===== config.mk =====
export PLATFORM = sky130hd
export DESIGN_NAME = adt7420_temp_reader
export DESIGN_NICKNAME = d
export VERILOG_FILES = /design/src/rtl/adt7420_pkg.sv /design/src/rtl/i2c_qtick_gen.sv /design/src/rtl/adt7420_temp_reader.sv
export SDC_FILE = /design/constraint.sdc
export NUM_CORES = 1
export LEC_CHECK = 0
export ABC_AREA = 1
export CAP_MARGIN = 30
export CORE_MARGIN = 5
export CORE_UTILIZATION = 55
export CTS_BUF_LIST = sky130_fd_sc_hd__clkbuf_4 sky130_fd_sc_hd__clkbuf_8
export DETAILED_ROUTE_END_ITERATION = 8
export PLACE_DENSITY = 0.77
export SLEW_MARGIN = 20
export SYNTH_ARGS = -nofsm -noshare
export SYNTH_HDL_FRONTEND = slang
export SYNTH_SLANG_ARGS = --single-unit
export TNS_END_PERCENT = 50

===== constraint.sdc =====
create_clock -name clk_100MHz_i -period 1.83 [get_ports clk_100MHz_i]
set_input_delay 0.549 -clock clk_100MHz_i [delete_from_list [all_inputs] [get_ports clk_100MHz_i]]
set_output_delay 0.549 -clock clk_100MHz_i [all_outputs]
set_load 0.01 [all_outputs]

===== src/rtl/adt7420_pkg.sv =====
// Shared types and constants for the ADT7420 temperature reader.
package adt7420_pkg;

  typedef enum logic [3:0] {
    IDLE,
    START,
    ADDR,
    ADDR_ACK,
    RD_MSB,
    M_ACK,
    RD_LSB,
    M_NACK,
    STOP,
    UPDATE
  } state_e;

  localparam logic [6:0] ADT7420_ADDR = 7'h4B;
  localparam logic [7:0] TEMP_MAX     = 8'd99;
  localparam logic       READ_BIT     = 1'b1;

  // Sensor word -> whole degrees C, clamped to the display range 0..TEMP_MAX.
  // raw[15:7] is the signed integer part (1 LSB = 1 degree, floor rounding).
  function automatic logic [7:0] raw_to_degc(input logic [15:0] raw);
    logic signed [8:0] t;
    logic [7:0]        res;
    t = $signed(raw[15:7]);
    if (t < 9'sd0) begin
      res = 8'd0;
    end else if (t > $signed({1'b0, TEMP_MAX})) begin
      res = TEMP_MAX;
    end else begin
      res = t[7:0];
    end
    return res;
  endfunction

endpackage


===== src/rtl/i2c_qtick_gen.sv =====
// Quarter-bit timebase for the I2C master: qtick marks the last clock of
// each quarter, phase_o is the quarter index (0..3) within the current bit.
module i2c_qtick_gen #(
  parameter int unsigned QTR_DIV = 250
) (
  input  logic       clk_i,
  input  logic       rst_n_i,
  input  logic       en_i,
  output logic       qtick_o,
  output logic [1:0] phase_o
);

  localparam int unsigned CNT_W = (QTR_DIV > 1) ? $clog2(QTR_DIV) : 1;

  logic [CNT_W-1:0] cnt_q;
  logic [1:0]       phase_q;

  assign qtick_o = en_i && (cnt_q == CNT_W'(QTR_DIV - 1));
  assign phase_o = phase_q;

  // Divider and quarter counter; both restart from zero whenever disabled.
  // NOTE: clocked state uses non-blocking (<=) so every register samples
  // pre-edge values; blocking here would create order-dependent races.
  always_ff @(posedge clk_i or negedge rst_n_i) begin
    if (!rst_n_i) begin
      cnt_q   <= '0;
      phase_q <= '0;
    end else if (!en_i) begin
      cnt_q   <= '0;
      phase_q <= '0;
    end else if (qtick_o) begin
      cnt_q   <= '0;
      phase_q <= phase_q + 2'd1;
    end else begin
      cnt_q   <= cnt_q + CNT_W'(1);
    end
  end

endmodule


===== src/rtl/adt7420_temp_reader.sv =====
// Periodic ADT7420 reader: issues a 2-byte I2C read from the power-up
// temperature register, converts it to 0..99 degrees C and publishes it.
// rst_n_i is expected to be released synchronously to the clock upstream.
module adt7420_temp_reader
  import adt7420_pkg::*;
#(
  parameter int unsigned CLK_FREQ_HZ = 100_000_000,
  parameter int unsigned SCL_FREQ_HZ = 100_000,
  parameter int unsigned SAMPLE_CYC  = 25_000_000,
  parameter logic [6:0]  DEV_ADDR    = ADT7420_ADDR
) (
  input  logic       clk_100MHz_i,
  input  logic       rst_n_i,
  output logic       scl_oe_o,
  output logic       sda_oe_o,
  input  logic       sda_i,
  output logic [7:0] temp_data_o,
  output logic       temp_valid_o,
  output logic       busy_o,
  output logic       ack_err_o
);

  localparam int unsigned QTR_DIV   = CLK_FREQ_HZ / (4 * SCL_FREQ_HZ);
  localparam int unsigned TMR_W     = (SAMPLE_CYC > 1) ? $clog2(SAMPLE_CYC) : 1;
  localparam logic [7:0]  ADDR_BYTE = {DEV_ADDR, READ_BIT};

  state_e           state_q, state_d;
  logic [2:0]       bit_cnt_q, bit_cnt_d;
  logic [15:0]      shift_q, shift_d;
  logic             rd_ok_q, rd_ok_d;
  logic [7:0]       temp_q, temp_d;
  logic             valid_q, valid_d;
  logic             ack_err_q, ack_err_d;
  logic             scl_oe_q, scl_oe_d;
  logic             sda_oe_q, sda_oe_d;
  logic [TMR_W-1:0] timer_q;
  logic             sda_meta_q, sda_sync_q;
  logic             qtick, timer_wrap, bit_end, last_bit;
  logic [1:0]       phase;

  i2c_qtick_gen #(
    .QTR_DIV (QTR_DIV)
  ) u_qtick (
    .clk_i   (clk_100MHz_i),
    .rst_n_i (rst_n_i),
    .en_i    (state_q != IDLE),
    .qtick_o (qtick),
    .phase_o (phase)
  );

  assign timer_wrap = (timer_q == TMR_W'(SAMPLE_CYC - 1));
  assign bit_end    = qtick && (phase == 2'd3);
  assign last_bit   = (bit_cnt_q == 3'd7);

  // Free-running sample timer; its wrap launches a read only when idle.
  always_ff @(posedge clk_100MHz_i or negedge rst_n_i) begin
    if (!rst_n_i) begin
      timer_q <= '0;
    end else if (timer_wrap) begin
      timer_q <= '0;
    end else begin
      timer_q <= timer_q + TMR_W'(1);
    end
  end

  // Two-flop synchroniser for the SDA pad; resets to the idle-high level.
  always_ff @(posedge clk_100MHz_i or negedge rst_n_i) begin
    if (!rst_n_i) begin
      sda_meta_q <= 1'b1;
      sda_sync_q <= 1'b1;
    end else begin
      sda_meta_q <= sda_i;
      sda_sync_q <= sda_meta_q;
    end
  end

  // Next-state and bus-line decode. Data bits: SCL low in q0/q1, released in
  // q2/q3, SDA set at q0 and sampled on the last clock of q3.
  // NOTE: every signal written here gets a default first; a path that leaves
  // one unassigned would infer a latch.
  always_comb begin
    state_d   = state_q;
    bit_cnt_d = bit_cnt_q;
    shift_d   = shift_q;
    rd_ok_d   = rd_ok_q;
    temp_d    = temp_q;
    ack_err_d = ack_err_q;
    valid_d   = 1'b0;
    scl_oe_d  = 1'b0;
    sda_oe_d  = 1'b0;
    unique case (state_q)
      IDLE: begin
        if (timer_wrap) state_d = START;
      end
      START: begin
        // SDA falls while SCL is still high, then SCL is pulled low.
        scl_oe_d = phase[1];
        sda_oe_d = 1'b1;
        if (bit_end) begin
          bit_cnt_d = '0;
          state_d   = ADDR;
        end
      end
      ADDR: begin
        scl_oe_d = ~phase[1];
        sda_oe_d = ~ADDR_BYTE[3'd7 - bit_cnt_q];
        if (bit_end) begin
          bit_cnt_d = bit_cnt_q + 3'd1;
          if (last_bit) state_d = ADDR_ACK;
        end
      end
      ADDR_ACK: begin
        scl_oe_d = ~phase[1];
        if (bit_end) begin
          rd_ok_d = ~sda_sync_q;
          if (sda_sync_q) begin
            ack_err_d = 1'b1;
            state_d   = STOP;
          end else begin
            state_d   = RD_MSB;
          end
        end
      end
      RD_MSB, RD_LSB: begin
        scl_oe_d = ~phase[1];
        if (bit_end) begin
          shift_d   = {shift_q[14:0], sda_sync_q};
          bit_cnt_d = bit_cnt_q + 3'd1;
          if (last_bit) state_d = (state_q == RD_MSB) ? M_ACK : M_NACK;
        end
      end
      M_ACK: begin
        scl_oe_d = ~phase[1];
        sda_oe_d = 1'b1;
        if (bit_end) state_d = RD_LSB;
      end
      M_NACK: begin
        scl_oe_d = ~phase[1];
        if (bit_end) state_d = STOP;
      end
      STOP: begin
        // SDA held low until SCL is high, then released in the last quarter.
        scl_oe_d = ~phase[1];
        sda_oe_d = (phase != 2'd3);
        if (bit_end) state_d = rd_ok_q ? UPDATE : IDLE;
      end
      UPDATE: begin
        temp_d    = raw_to_degc(shift_q);
        valid_d   = 1'b1;
        ack_err_d = 1'b0;
        state_d   = IDLE;
      end
      default: state_d = IDLE;
    endcase
  end

  // Controller state, datapath and registered (glitch-free) bus drivers.
  always_ff @(posedge clk_100MHz_i or negedge rst_n_i) begin
    if (!rst_n_i) begin
      state_q   <= IDLE;
      bit_cnt_q <= '0;
      shift_q   <= '0;
      rd_ok_q   <= 1'b0;
      temp_q    <= '0;
      valid_q   <= 1'b0;
      ack_err_q <= 1'b0;
      scl_oe_q  <= 1'b0;
      sda_oe_q  <= 1'b0;
    end else begin
      state_q   <= state_d;
      bit_cnt_q <= bit_cnt_d;
      shift_q   <= shift_d;
      rd_ok_q   <= rd_ok_d;
      temp_q    <= temp_d;
      valid_q   <= valid_d;
      ack_err_q <= ack_err_d;
      scl_oe_q  <= scl_oe_d;
      sda_oe_q  <= sda_oe_d;
    end
  end

  assign scl_oe_o     = scl_oe_q;
  assign sda_oe_o     = sda_oe_q;
  assign temp_data_o  = temp_q;
  assign temp_valid_o = valid_q;
  assign busy_o       = (state_q != IDLE);
  assign ack_err_o    = ack_err_q;

endmodule

# ---- Word level (Yosys, flattened, before mapping)
# Memories as Yosys holds them, arrays and structs flattened.
# Index checks and enable logic that the tools add are counted.
dict set report totals {
  ff_bits 73
  latch_bits 0
  ram_bits 0
  romBits 8
  in_bits 3
  mem_count 1
}
dict set report classes {
  addsub 5
  multipliers 0
  div_mod_pow 0
  magnitude_cmp 3
  n_eq_ne 27
  shifts 0
  mux 31
  bitwise 3
  reduce_logical 15
}
# name words word_bits rd rd_clocked_by_memory_dff write_ports line
set mem_list {}
lappend mem_list {{(no name shown)} 8 1 1 0 0 adt7420_temp_reader.sv:106} ;# sda_oe_d = ~ADDR_BYTE[3'd7 - bit_cnt_q];
# operator n
set op_table {}
lappend op_table {{two-way mux 4 bit} 12}
lappend op_table {{two-way mux 8 bit} 4}
lappend op_table {{one-hot mux 4 bit (8 select lines)} 1}
lappend op_table {{inequality test 2 bit, second input constant} 13}
lappend op_table {{adder 25 x 1 -> 25 bit, second input constant} 1}
lappend op_table {{equality test 25 bit, second input constant} 1}
lappend op_table {{two-way mux 25 bit} 1}
lappend op_table {{equality test 4 x 3 -> 1 bit, second input constant} 4}
lappend op_table {{AND reduction 10 bit} 1}
lappend op_table {{greater-than comparator 9 x 8 -> 1 bit, second input constant} 1}
lappend op_table {{< comparator 9 x 1 -> 1 bit, second input constant} 1}
lappend op_table {{adder 8 x 1 -> 8 bit, second input constant} 1}
lappend op_table {{equality test 4 x 2 -> 1 bit, second input constant} 2}
lappend op_table {{equality test 4 bit, second input constant} 2}
lappend op_table {{equality test 8 bit, second input constant} 1}
lappend op_table {{OR reduction 7 bit} 1}
lappend op_table {{two-way mux 2 bit} 3}
lappend op_table {{two-way mux 3 bit} 2}
lappend op_table {{one-hot mux 3 bit (2 select lines)} 1}
lappend op_table {{AND reduction 3 bit} 2}
lappend op_table {{equality test 4 x 1 -> 1 bit, second input constant} 1}
lappend op_table {{zero test 4 bit} 1}
lappend op_table {{< comparator 3 x 4 -> 1 bit, second input constant} 1}
lappend op_table {{two-way mux 1 bit} 4}
lappend op_table {{15 further kinds} 22}

# ---- Depth between registers and ports, before layout
# Gate-level depths: netlist of the first run.
dict set report logic_depth {
  ltp_word 5
  ltp_mapped 11
  depth_no_buf 11
}

# ---- Cells and area by module
# From an unflattened synthesis of the first run, not the netlist that was laid out.
dict set report hier_totals {
  cells_unflattened 474
  hier_area_um2 3858.7
}
# module n_inst cells_each area_per_inst_um2 seq_area_each_um2
set by_module_without_submodules {}
lappend by_module_without_submodules {adt7420_temp_reader 1 413 3331.9 1579.0}
lappend by_module_without_submodules {i2c_qtick_gen 1 61 526.8 250.2}

# ---- Worst setup path before layout of the first run
# No wires, ideal clock.
dict set report synth_timing {
  path_type {register to register}
  start {register timer_q[0]}
  end {register state_q[1]}
  t_arrival_ps 1372
  required_ps 1713
  slack_ps 340
  path_stages_with_launch 11
  n_path_buf 0
  period_less_slack_ps 1490
  path_cell_list {dfrtp_1 > ha_1 > nand2_2 > nor2_4 > nand2_2 > nor2_1 > nand2_2 > nand2_1 > nand3_2 > nand2_1 > nand2_1}
}
dict set report synth_between {
  elab_chain_cells 3
}
# item line
set synth_rtl {}
lappend synth_rtl {{start, declared} adt7420_temp_reader.sv:36} ;# logic [TMR_W-1:0] timer_q;
lappend synth_rtl {{start signal, assigned} adt7420_temp_reader.sv:62} ;# timer_q <= timer_q + TMR_W'(1);
lappend synth_rtl {{equality test 25 bit} adt7420_temp_reader.sv:51} ;# assign timer_wrap = (timer_q == TMR_W'(SAMPLE_CYC - 1));
lappend synth_rtl {{inequality test 2 bit (no source line)} --}
lappend synth_rtl {{AND reduction 10 bit (no source line)} --}
lappend synth_rtl {{end signal, assigned} adt7420_temp_reader.sv:170} ;# state_q <= state_d;
lappend synth_rtl {{end, declared} adt7420_temp_reader.sv:27} ;# state_e state_q, state_d;
# Every way passes these cells.
# A chain may end at the register's enable or synchronous reset.

# ---- Worst setup path after layout of the first run
dict set report layout_timing {
  start {register temp_q[4] (netlist: temp_data_o[4])}
  end {output temp_data_o[4]}
}
# item line
set layout_rtl {}
lappend layout_rtl {{start, declared} adt7420_temp_reader.sv:31} ;# logic [7:0] temp_q, temp_d;
lappend layout_rtl {{start signal, assigned} adt7420_temp_reader.sv:174} ;# temp_q <= temp_d;
lappend layout_rtl {{end, declared} adt7420_temp_reader.sv:17} ;# output logic [7:0] temp_data_o,
# No word-level cell between the ends.

==> out/results.ini, run 1 <==
[run_status]
run_status=finished clean

[cts]
cts_max_level=3
clock_sinks=73
cts_root_buf=clkbuf_8
path_clk_slew_ns=0.08
cts_tree=built
cts_buffers=9
worstSkewPairLatency_ns=0.35
cts_buffer_depth=2

[final_layout]
diodes=0
layout_commonest_cell=nand2_1
ff_latch_area_um2=1830
multiInputGateArea_um2=1600
nNetsFinal=522
fillCellCount=512
drive_above_1_share_pct=13.2
final_cell_mix=105 x nand2_1, 86 x nor2_1, 71 x dfrtp_1
area_growth_syn_to_layout_pct=17.5

[critical_path]
r2r_setup_slack_ns=0.04
critical_path_buf_inv_count=1
cp_slowest_cell=clkdlybuf4s50_1
cp-start-kind=flip-flop
reg2reg_depth=11
reg2reg_to=shift_q[0]$_DFFE_PN0P_
critical_path.max_stage_delay_ns=0.55
critical-path-top-delay-family=buffers and inverters
r2r_start=u_qtick.cnt_q[1]$_DFF_PN0_
critPathArrivalTime_ns=1.26
cp.required_ns=1.28
worstPathMaxFanout=2
cp_cell_sequence=clkdlybuf4s50_1
worstSetupPathType=flip-flop to output pin
critPathCaptureType=output pin

[routing]
vias=3172
wl_per_cell_um=13.3
antenna_left=0
vias_per_cell=5.34
route.detailed.drc=0
routed_wl_um=7900
initialDrtViolationCount=164
firstDrtPassIters=5

[sta]
fmax_ghz=0.554
min_period_ns=1.81
post-route-period-util_pct=98.7
finalSetupViolCount=0
tightest_slew_ns=0.376
slew_headroom_pct=74.9
slew_viol_final=0
hold_ws_ns=0.215
rsz0062_at_grt=true
skew_ns=0.00783
finalHoldViolations=0

[pwr]
ir_worst_vdd_uv=505
p_leak_nw=2.27
p_sw_mw=0.636
pwr-share-seq_pct=54.7
clkPwrFrac_pct=44.0
switching_share_pct=21.5
power_frac_comb_pct=1.3
powerDensity_nw_per_um2=683
power_mw=2.96
internal-power_mw=2.32

[min_path]
worst_hold_path_type=primary input to async pin

[placement]
hpwl_um=5330
gp_congestion=0.921
numPortBuffers=15

[job]
drv_cap=0

[synthesis]
syn_area_um2=3690
synth_nets=479
ys.warnings.count=0
synthCells=469
synthDistinctLibCells=32
ys_seq_area_share_pct=49.6
ys_ff_latch=73
syn_area_per_cell_um2=7.86

[grt]
grt_overflow=0
grt_pass1_wl_um=13100
grtUsageTotal_pct=19.0
grt_pass1_vias=2947
antenna_found_initial=0
grt_max_degree=74

[floorplan]
ios=16
start_util_pct=57.4
die_w_um=91.9
die_h_um=91.9
placementRows=29
core_area_um2=6420
die_area_um2=8440

cells by family after synthesis:
logic type | share of synthesized area (%)
AND/OR/NAND/NOR | 31.3
flip-flops | 49.6
buffers and inverters | 7.56
AO/OA/AOI/OAI | 7.70
adder cells (fa/ha/maj) | 2.37
XOR/XNOR | 1.42
area by class of cell:
type | count | area share (%)
Clock inverter | 5 | 1.24
Sequential cell | 73 | 42.2
Tap cell | 77 | 2.22
Timing Repair Buffer | 37 | 8.37
Inverter | 64 | 5.54
Multi-Input combinational cell | 327 | 36.9
Clock buffer | 11 | 3.49
sequential cells by signal, summed over array words and instances (netlist names):
name,count
temp_valid_o,1
temp_data_o,8
sda_sync_q,1
ack_err_o,1
rd_ok_q,1
scl_oe_o,1
bit_cnt_q,3
timer_q,25
sda_oe_o,1
sda_meta_q,1
state_q,4
u_qtick.cnt_q,8
shift_q,16
u_qtick.phase_o,2
worst max path at each step:
stage                                           from                      to  cells past startpoint
after floorplan                 timer_q[0]$_DFF_PN0_  state_q[1]$_DFFE_PN0P_                     10
after global placement        state_q[1]$_DFFE_PN0P_                  busy_o                      5
after detailed placement      state_q[3]$_DFFE_PN0P_                  busy_o                      5
after CTS                 temp_data_o[2]$_DFFE_PN0P_          temp_data_o[2]                      1
after global routing      u_qtick.cnt_q[1]$_DFF_PN0_  shift_q[5]$_DFFE_PN0P_                     11
final                     temp_data_o[4]$_DFFE_PN0P_          temp_data_o[4]                      1
power by group through the flow:
stage | Combinational [mW] | Clock [mW] | Sequential, mW
after global routing | 0.0453 | 1.41 | 1.62
final | 0.0375 | 1.30 | 1.62
after floorplan | 0.0000269 | 0 | 1.65
after CTS | 0.0402 | 1.32 | 1.62
after detailed placement | 0.0400 | 0 | 1.65
after global placement | 0.0396 | 0 | 1.65
metal layers:
layer | vias to the layer above | global-route usage (%) | routed length [um]
li1 | 1577 | - | -
met1 | 1495 | 25.2 | 3700
met2 | 83 | 30.2 | 3740
met3 | 17 | 4.66 | 326
met4 | 0 | 7.18 | 136
met5 | - | 0 | 0
cells in the mapped netlist:
cell,instances,area (um^2)
dfrtp_1,71,1780
nand4_1,13,81.3
dfstp_2,2,52.6
a21oi_1,15,75.1
a31oi_1,2,12.5
o32ai_1,1,8.76
nand2_2,4,25.0
o221ai_1,1,8.76
o211ai_1,1,7.51
o21ai_0,21,105
inv_2,2,7.51
a21oi_2,4,35.0
nor2_1,86,323
nand2_1,109,409
buf_2,1,5.00
buf_6,2,22.5
nand3_1,20,100
nand2_4,1,11.3
nor4_1,1,6.26
a211oi_1,1,7.51
o21a_1,2,15.0
buf_4,1,7.51
clkbuf_1,1,3.75
nor2_4,4,45.0
nor2_2,4,25.0
nand3_2,2,20.0
ha_1,7,87.6
xor2_1,6,52.6
inv_1,62,233
nand3b_1,2,15.0
nor3_1,19,95.1
a22o_1,1,8.76
what timing repair did:
item,4_1_cts,5_1_grt
pin swaps,1,2
buffers inserted,3,6
gates cloned,0,1
setup endpoints to repair,1,30
gates resized for setup,4,12
hold buffers,0,0
through the flow:
stage | setup TNS, ns | cell area, um^2 | utilization, % | std cells | setup WS (ns)
after floorplan | 0 | 3690 | - | 469 | 0.340
after global placement | 0 | 4010 | 62.4 | 568 | 0.117
after detailed placement | 0 | 4010 | 62.4 | 568 | 0.0969
after CTS | 0 | 4230 | 65.8 | 587 | 0.0248
after global routing | -1.93 | 4330 | 67.5 | 594 | -0.126
final | 0 | 4330 | 67.5 | 594 | 0.0235
Note: power is estimated with default switching activity, not from simulation.
==> run 2: changes to the inputs <==
Settings changed: CORE_UTILIZATION 55 to 50, PLACE_DENSITY 0.77 to 0.78.
==> run 2 against run 1 <==
Compared with the run above:
- total power up 4.9%
- cell count up 3.4%
- worst setup slack better by 0.033 ns
- clock power up 11%
- sequential share of layout area down 0.54 points
- routed wire length down 3.8%
- count of clock-buffer cells in the layout unchanged
- critical endpoint is now temp_data_o[0]
- die area up 8.9%
- largest cell class unchanged
- cell area up 1.3%
==> out/results.ini, run 2 (synthesis results as in run 1) <==
[cts]
hold_buffers=0  ; unchanged
cts_buffers=9  ; unchanged
clock_sinks=73  ; unchanged
cts_root_buf=clkbuf_8
path_clk_slew_ns=0.08  ; about the same
cts_max_level=3  ; unchanged
cts_buffer_depth=2  ; unchanged
worstSkewPairLatency_ns=0.34  ; about the same
cts_tree=built

[routing]
vias_per_cell=5.05  ; -5.5%
firstDrtPassIters=4  ; -1
routed_wl_um=7600  ; -3.8%
dr_wl_met3_um=254  ; -22%
vias=3099  ; -2.3%
wl_met1_um=3660  ; -1.1%
met2_length_um=3570  ; -4.4%
initialDrtViolationCount=159  ; -3.0%
antenna_left=0  ; unchanged
top_layer=met4
wl_per_cell_um=12.4  ; -6.9%
route.detailed.drc=0  ; unchanged

[floorplan]
placementRows=31  ; +6.9%
core_area_um2=7210  ; +12%
die_area_um2=9190  ; +8.9%
start_util_pct=51.1  ; -6.3 points
die_w_um=95.9  ; +4.4%
die_h_um=95.9  ; +4.4%
ios=16  ; unchanged

[final_layout]
reg_top3=timer_q (25), shift_q (16)
largest_reg_flops=25  ; unchanged
area_growth_syn_to_layout_pct=19.0
layout_commonest_cell=nand2_1
nNetsFinal=520  ; -0.38%
final_cell_mix=105 x nand2_1, 85 x nor2_1, 71 x dfrtp_1
fillCellCount=640  ; +25%
diodes=0  ; unchanged
final_util_pct=60.8  ; -6.6 points
top_register=timer_q
drive_above_1_share_pct=13.2  ; +0.051 points

[sta]
fmax_ghz=0.564  ; +1.8%
slew_viol_final=0  ; unchanged
finalSetupViolCount=0  ; unchanged
post-route-period-util_pct=96.9  ; -1.8 points
tightest_slew_ns=0.340  ; -0.0362 ns
slew_headroom_pct=77.4  ; +2.4 points
min_period_ns=1.77  ; -0.0326 ns
finalHoldViolations=0  ; unchanged
rsz0062_at_grt=true
skew_ns=0.00812  ; +0.000290 ns
hold_ws_ns=0.100  ; -0.115 ns

[grt]
antenna_found_initial=0  ; unchanged
grt_pass1_wl_um=13400  ; +2.4%
grt_overflow=0  ; unchanged
grt_max_degree=27  ; -64%
grt_pass1_vias=2983  ; +1.2%
grtUsageTotal_pct=18.6  ; -0.36 points

[critical_path]
critical_path_buf_inv_count=1  ; unchanged
cp_cell_sequence=clkdlybuf4s50_1
critical-path-top-delay-family=buffers and inverters
cp.required_ns=1.28  ; about the same
critPathCaptureType=output pin
critical_path.max_stage_delay_ns=0.54  ; about the same
worstSetupPathType=flip-flop to output pin
cp_slowest_cell=clkdlybuf4s50_1
worstPathMaxFanout=2  ; unchanged
critPathArrivalTime_ns=1.22  ; -0.04 ns
cp-start-kind=flip-flop

[run_status]
run_status=finished clean

[min_path]
worst_hold_path_type=primary input to async pin

[pwr]
ir_worst_vdd_uv=747  ; +48%
powerDensity_nw_per_um2=707  ; +3.6%
power_mw=3.10  ; +4.9%
p_leak_nw=2.31  ; +1.8%

[job]
drv_cap=0  ; unchanged

[placement]
numPortBuffers=15  ; unchanged
hpwl_um=5480  ; +2.8%
gp_congestion=0.914  ; -0.76%

[run 2: final timing paths]
path	startpoint	end	slack [ns]	cells past startpoint
setup / recovery	temp_data_o[0]$_DFFE_PN0P_	temp_data_o[0]	0.06	1
hold / removal	rst_n_i	u_qtick.cnt_q[2]$_DFF_PN0_	0.10	1
setup reg to reg	u_qtick.cnt_q[1]$_DFF_PN0_	shift_q[15]$_DFFE_PN0P_	0.14	11
hold reg to reg	sda_meta_q$_DFF_PN1_	sda_sync_q$_DFF_PN1_	0.37	0
max in group asynchronous	rst_n_i	shift_q[1]$_DFFE_PN0P_	1.28	2
min in group clk_100MHz_i	sda_meta_q$_DFF_PN1_	sda_sync_q$_DFF_PN1_	0.37	0
[run 2: cell type report]
class	instances	area, um^2	share of cell area (%)
Sequential cell	73	1830	41.7
Tap cell	99	124	2.82
Timing Repair Buffer	35	363	8.27
Clock buffer	11	151	3.45
Inverter	64	240	5.47
Clock inverter	5	77.6	1.77
Multi-Input combinational cell	327	1600	36.5
[run 2: timing repair]
| item | in CTS | in global routing |
|---|---|---|
| gates resized for setup | 4 | 17 |
| pin swaps | 1 | 2 |
| buffers inserted | 4 | 4 |
| setup endpoints to repair | 1 | 30 |
| cloned | 0 | 0 |
[run 2: power breakdown]
part | internal (mW) | leakage [nW] | switching, mW | total [mW]
registers | 1.62 | 0.999 | 0.00250 | 1.62
logic | 0.0118 | 1.20 | 0.0322 | 0.0440
clock network | 0.838 | 0.115 | 0.604 | 1.44
[run 2: metal layers]
metal  up-vias  track usage [%]
li1       1576                -
met1      1443             25.3
met2        67             29.8
met3        13             2.97
met4         0             7.70
met5         -                0
[run 2: through the flow]
step	TNS, ns	cells	setup WS [ns]	instance area (um^2)
3_5_place_dp	0	590	0.0751	4050
5_1_grt	-0.00345	614	-0.00345	4390
3_3_place_gp	0	590	0.118	4050
6_report	0	614	0.0562	4390
4_1_cts	0	610	0.0114	4300
2_1_floorplan	0	469	0.340	3690
==> run 3: changes to the inputs <==
Settings changed: PLACE_DENSITY 0.78 to 0.72, SKIP_LAST_GASP from default to 1.
Clock period 1.83 ns to 2 ns, I/O delays scaled along.
==> run 3 against run 2 <==
Compared with the run above:
- sequential share of layout area is 1.2 points higher
- sequential power is 9% lower
- global-route usage is 0.066 points higher
- worst hold slack better by 0.022 ns
- critical endpoint is now busy_o
- highest routed layer unchanged
==> out/results.ini, run 3 (synthesis results as in run 1) <==
[sta]
rsz0062_at_grt=false
tightest_slew_ns=0.595  ; +0.255 ns
fmax_ghz=0.525
slew_headroom_pct=60.0  ; -17 points
tns_ns=0  ; unchanged
finalHoldViolations=0  ; unchanged
finalSetupViolCount=0  ; unchanged
skew_ns=0.0128  ; +0.00470 ns
slew_viol_final=0  ; unchanged
min_period_ns=1.91
hold_ws_ns=0.123  ; +0.0225 ns
fin_ws_ns=0.0948  ; +0.0387 ns
post-route-period-util_pct=95.3

[final_layout]
area_growth_syn_to_layout_pct=15.6
final_util_pct=59.1  ; -1.8 points
nNetsFinal=511  ; -1.7%
reg_top3=timer_q (25), shift_q (16)
drive_above_1_share_pct=10.3  ; -2.9 points
final_cell_mix=109 x nand2_1, 86 x nor2_1, 71 x dfrtp_1
top_register=timer_q
largest_reg_flops=25  ; unchanged
finalNonFillerCells=605  ; -1.5%
diodes=0  ; unchanged
fin_area_um2=4260  ; -2.9%
layout_commonest_cell=nand2_1

[placement]
gp_congestion=0.894  ; -2.2%
placed_cell_area_um2=4010  ; -0.87%
post-place-ws_ns=0.148  ; +0.0732 ns
hpwl_um=5430  ; -0.96%
placed_cells=587  ; -0.51%
numPortBuffers=15  ; unchanged

[critical_path]
critPathArrivalTime_ns=1.31  ; +0.09 ns
r2r_start=state_q[2]$_DFFE_PN0P_
worstPathMaxFanout=2  ; unchanged
crit_start=state_q[1]$_DFFE_PN0P_
worstSetupPathType=flip-flop to output pin
critPathCaptureType=output pin
reg2reg_to=shift_q[7]$_DFFE_PN0P_
r2r_setup_slack_ns=0.27  ; +0.13 ns
cp.required_ns=1.40  ; +0.12 ns
cp-start-kind=flip-flop
reg2reg_depth=7  ; -4
crit_path_end=busy_o

[routing]
vias_per_cell=5.11  ; +1.3%
vias=3092  ; -0.23%
firstDrtPassIters=4  ; unchanged
wl_per_cell_um=12.5  ; +0.71%
antenna_left=0  ; unchanged
initialDrtViolationCount=135  ; -15%
routed_wl_um=7540  ; -0.76%
route.detailed.drc=0  ; unchanged

[grt]
antenna_found_initial=0  ; unchanged
grt_max_degree=56  ; +110%
grt_pass1_wl_um=13500  ; +0.46%
grt_overflow=0  ; unchanged
grtUsageTotal_pct=18.7  ; +0.066 points
grt_pass1_vias=3118  ; +4.5%

[cts]
cts_buffer_depth=2  ; unchanged
hold_buffers=0  ; unchanged
cts_tree=built
cts_buffers=9  ; unchanged
worstSkewPairLatency_ns=0.35  ; about the same
path_clk_slew_ns=0.08  ; about the same
cts_root_buf=clkbuf_8
clock_sinks=73  ; unchanged
cts_max_level=3  ; unchanged

[floorplan]
die_area_um2=9190  ; unchanged
die_h_um=95.9  ; unchanged
core_area_um2=7210  ; unchanged
ios=16  ; unchanged
placementRows=31  ; unchanged
die_w_um=95.9  ; unchanged
start_util_pct=51.1  ; unchanged

[pwr]
p_leak_nw=2.13  ; -7.9%
power_mw=2.86  ; -7.9%
powerDensity_nw_per_um2=671  ; -5.2%
ir_worst_vdd_uv=427  ; -43%

[run_status]
run_status=finished clean

[min_path]
worst_hold_path_type=primary input to async pin

[job]
drv_cap=0  ; unchanged

run 3: layout make-up:
type                    instances  area, um^2
clock buffers                  14         174
clock inverters                 2        60.1
fillers                       651        2950
inverters                      64         240
multi-input cells             327        1580
flip-flops and latches         73        1830
well taps                      99         124
repair buffers                 26         255
run 3: how the worst min path moves through the flow:
stage	start	to	slack, ns	cells after the start
floorplan	rst_n_i	ack_err_o$_DFFE_PN0P_	0.30	0
global placement	sda_meta_q$_DFF_PN1_	sda_sync_q$_DFF_PN1_	0.35	0
detailed placement	sda_meta_q$_DFF_PN1_	sda_sync_q$_DFF_PN1_	0.35	0
CTS	rst_n_i	u_qtick.cnt_q[2]$_DFF_PN0_	0.13	1
global route	rst_n_i	u_qtick.cnt_q[2]$_DFF_PN0_	0.13	1
finish	rst_n_i	u_qtick.cnt_q[2]$_DFF_PN0_	0.12	1
run 3: worst max-delay path, stage by stage, from the launching register on:
cell	delay, ns
dfrtp_1	0.39
nor2_2	0.16
inv_2	0.06
nor2_4	0.08
inv_1	0.06
clkdlybuf4s15_1	0.22
run 3: layer usage:
layer  vias to the layer above  global-route usage, %  wire length, um
met1                      1429                   24.3             3520
met2                        85                   30.7             3520
met3                        18                   3.36              340
met5                         -                      0                0
met4                         0                   7.94              162
li1                       1560                      -                -
run 3: timing repair:
item                                   in CTS  in global routing
buffers inserted                            2                  0
endpoints found under the hold margin       0                  0
gates resized for setup                     1                  2
cloned                                      0                  0
pin swaps                                   1                  1
setup endpoints to repair                   1                  1
run 3: report_power, final:
part / switching (mW) / internal [mW]
clock: 0.529 / 0.814
combinational: 0.0282 / 0.00706
sequential: 0.00167 / 1.48
total: 0.559 / 2.30
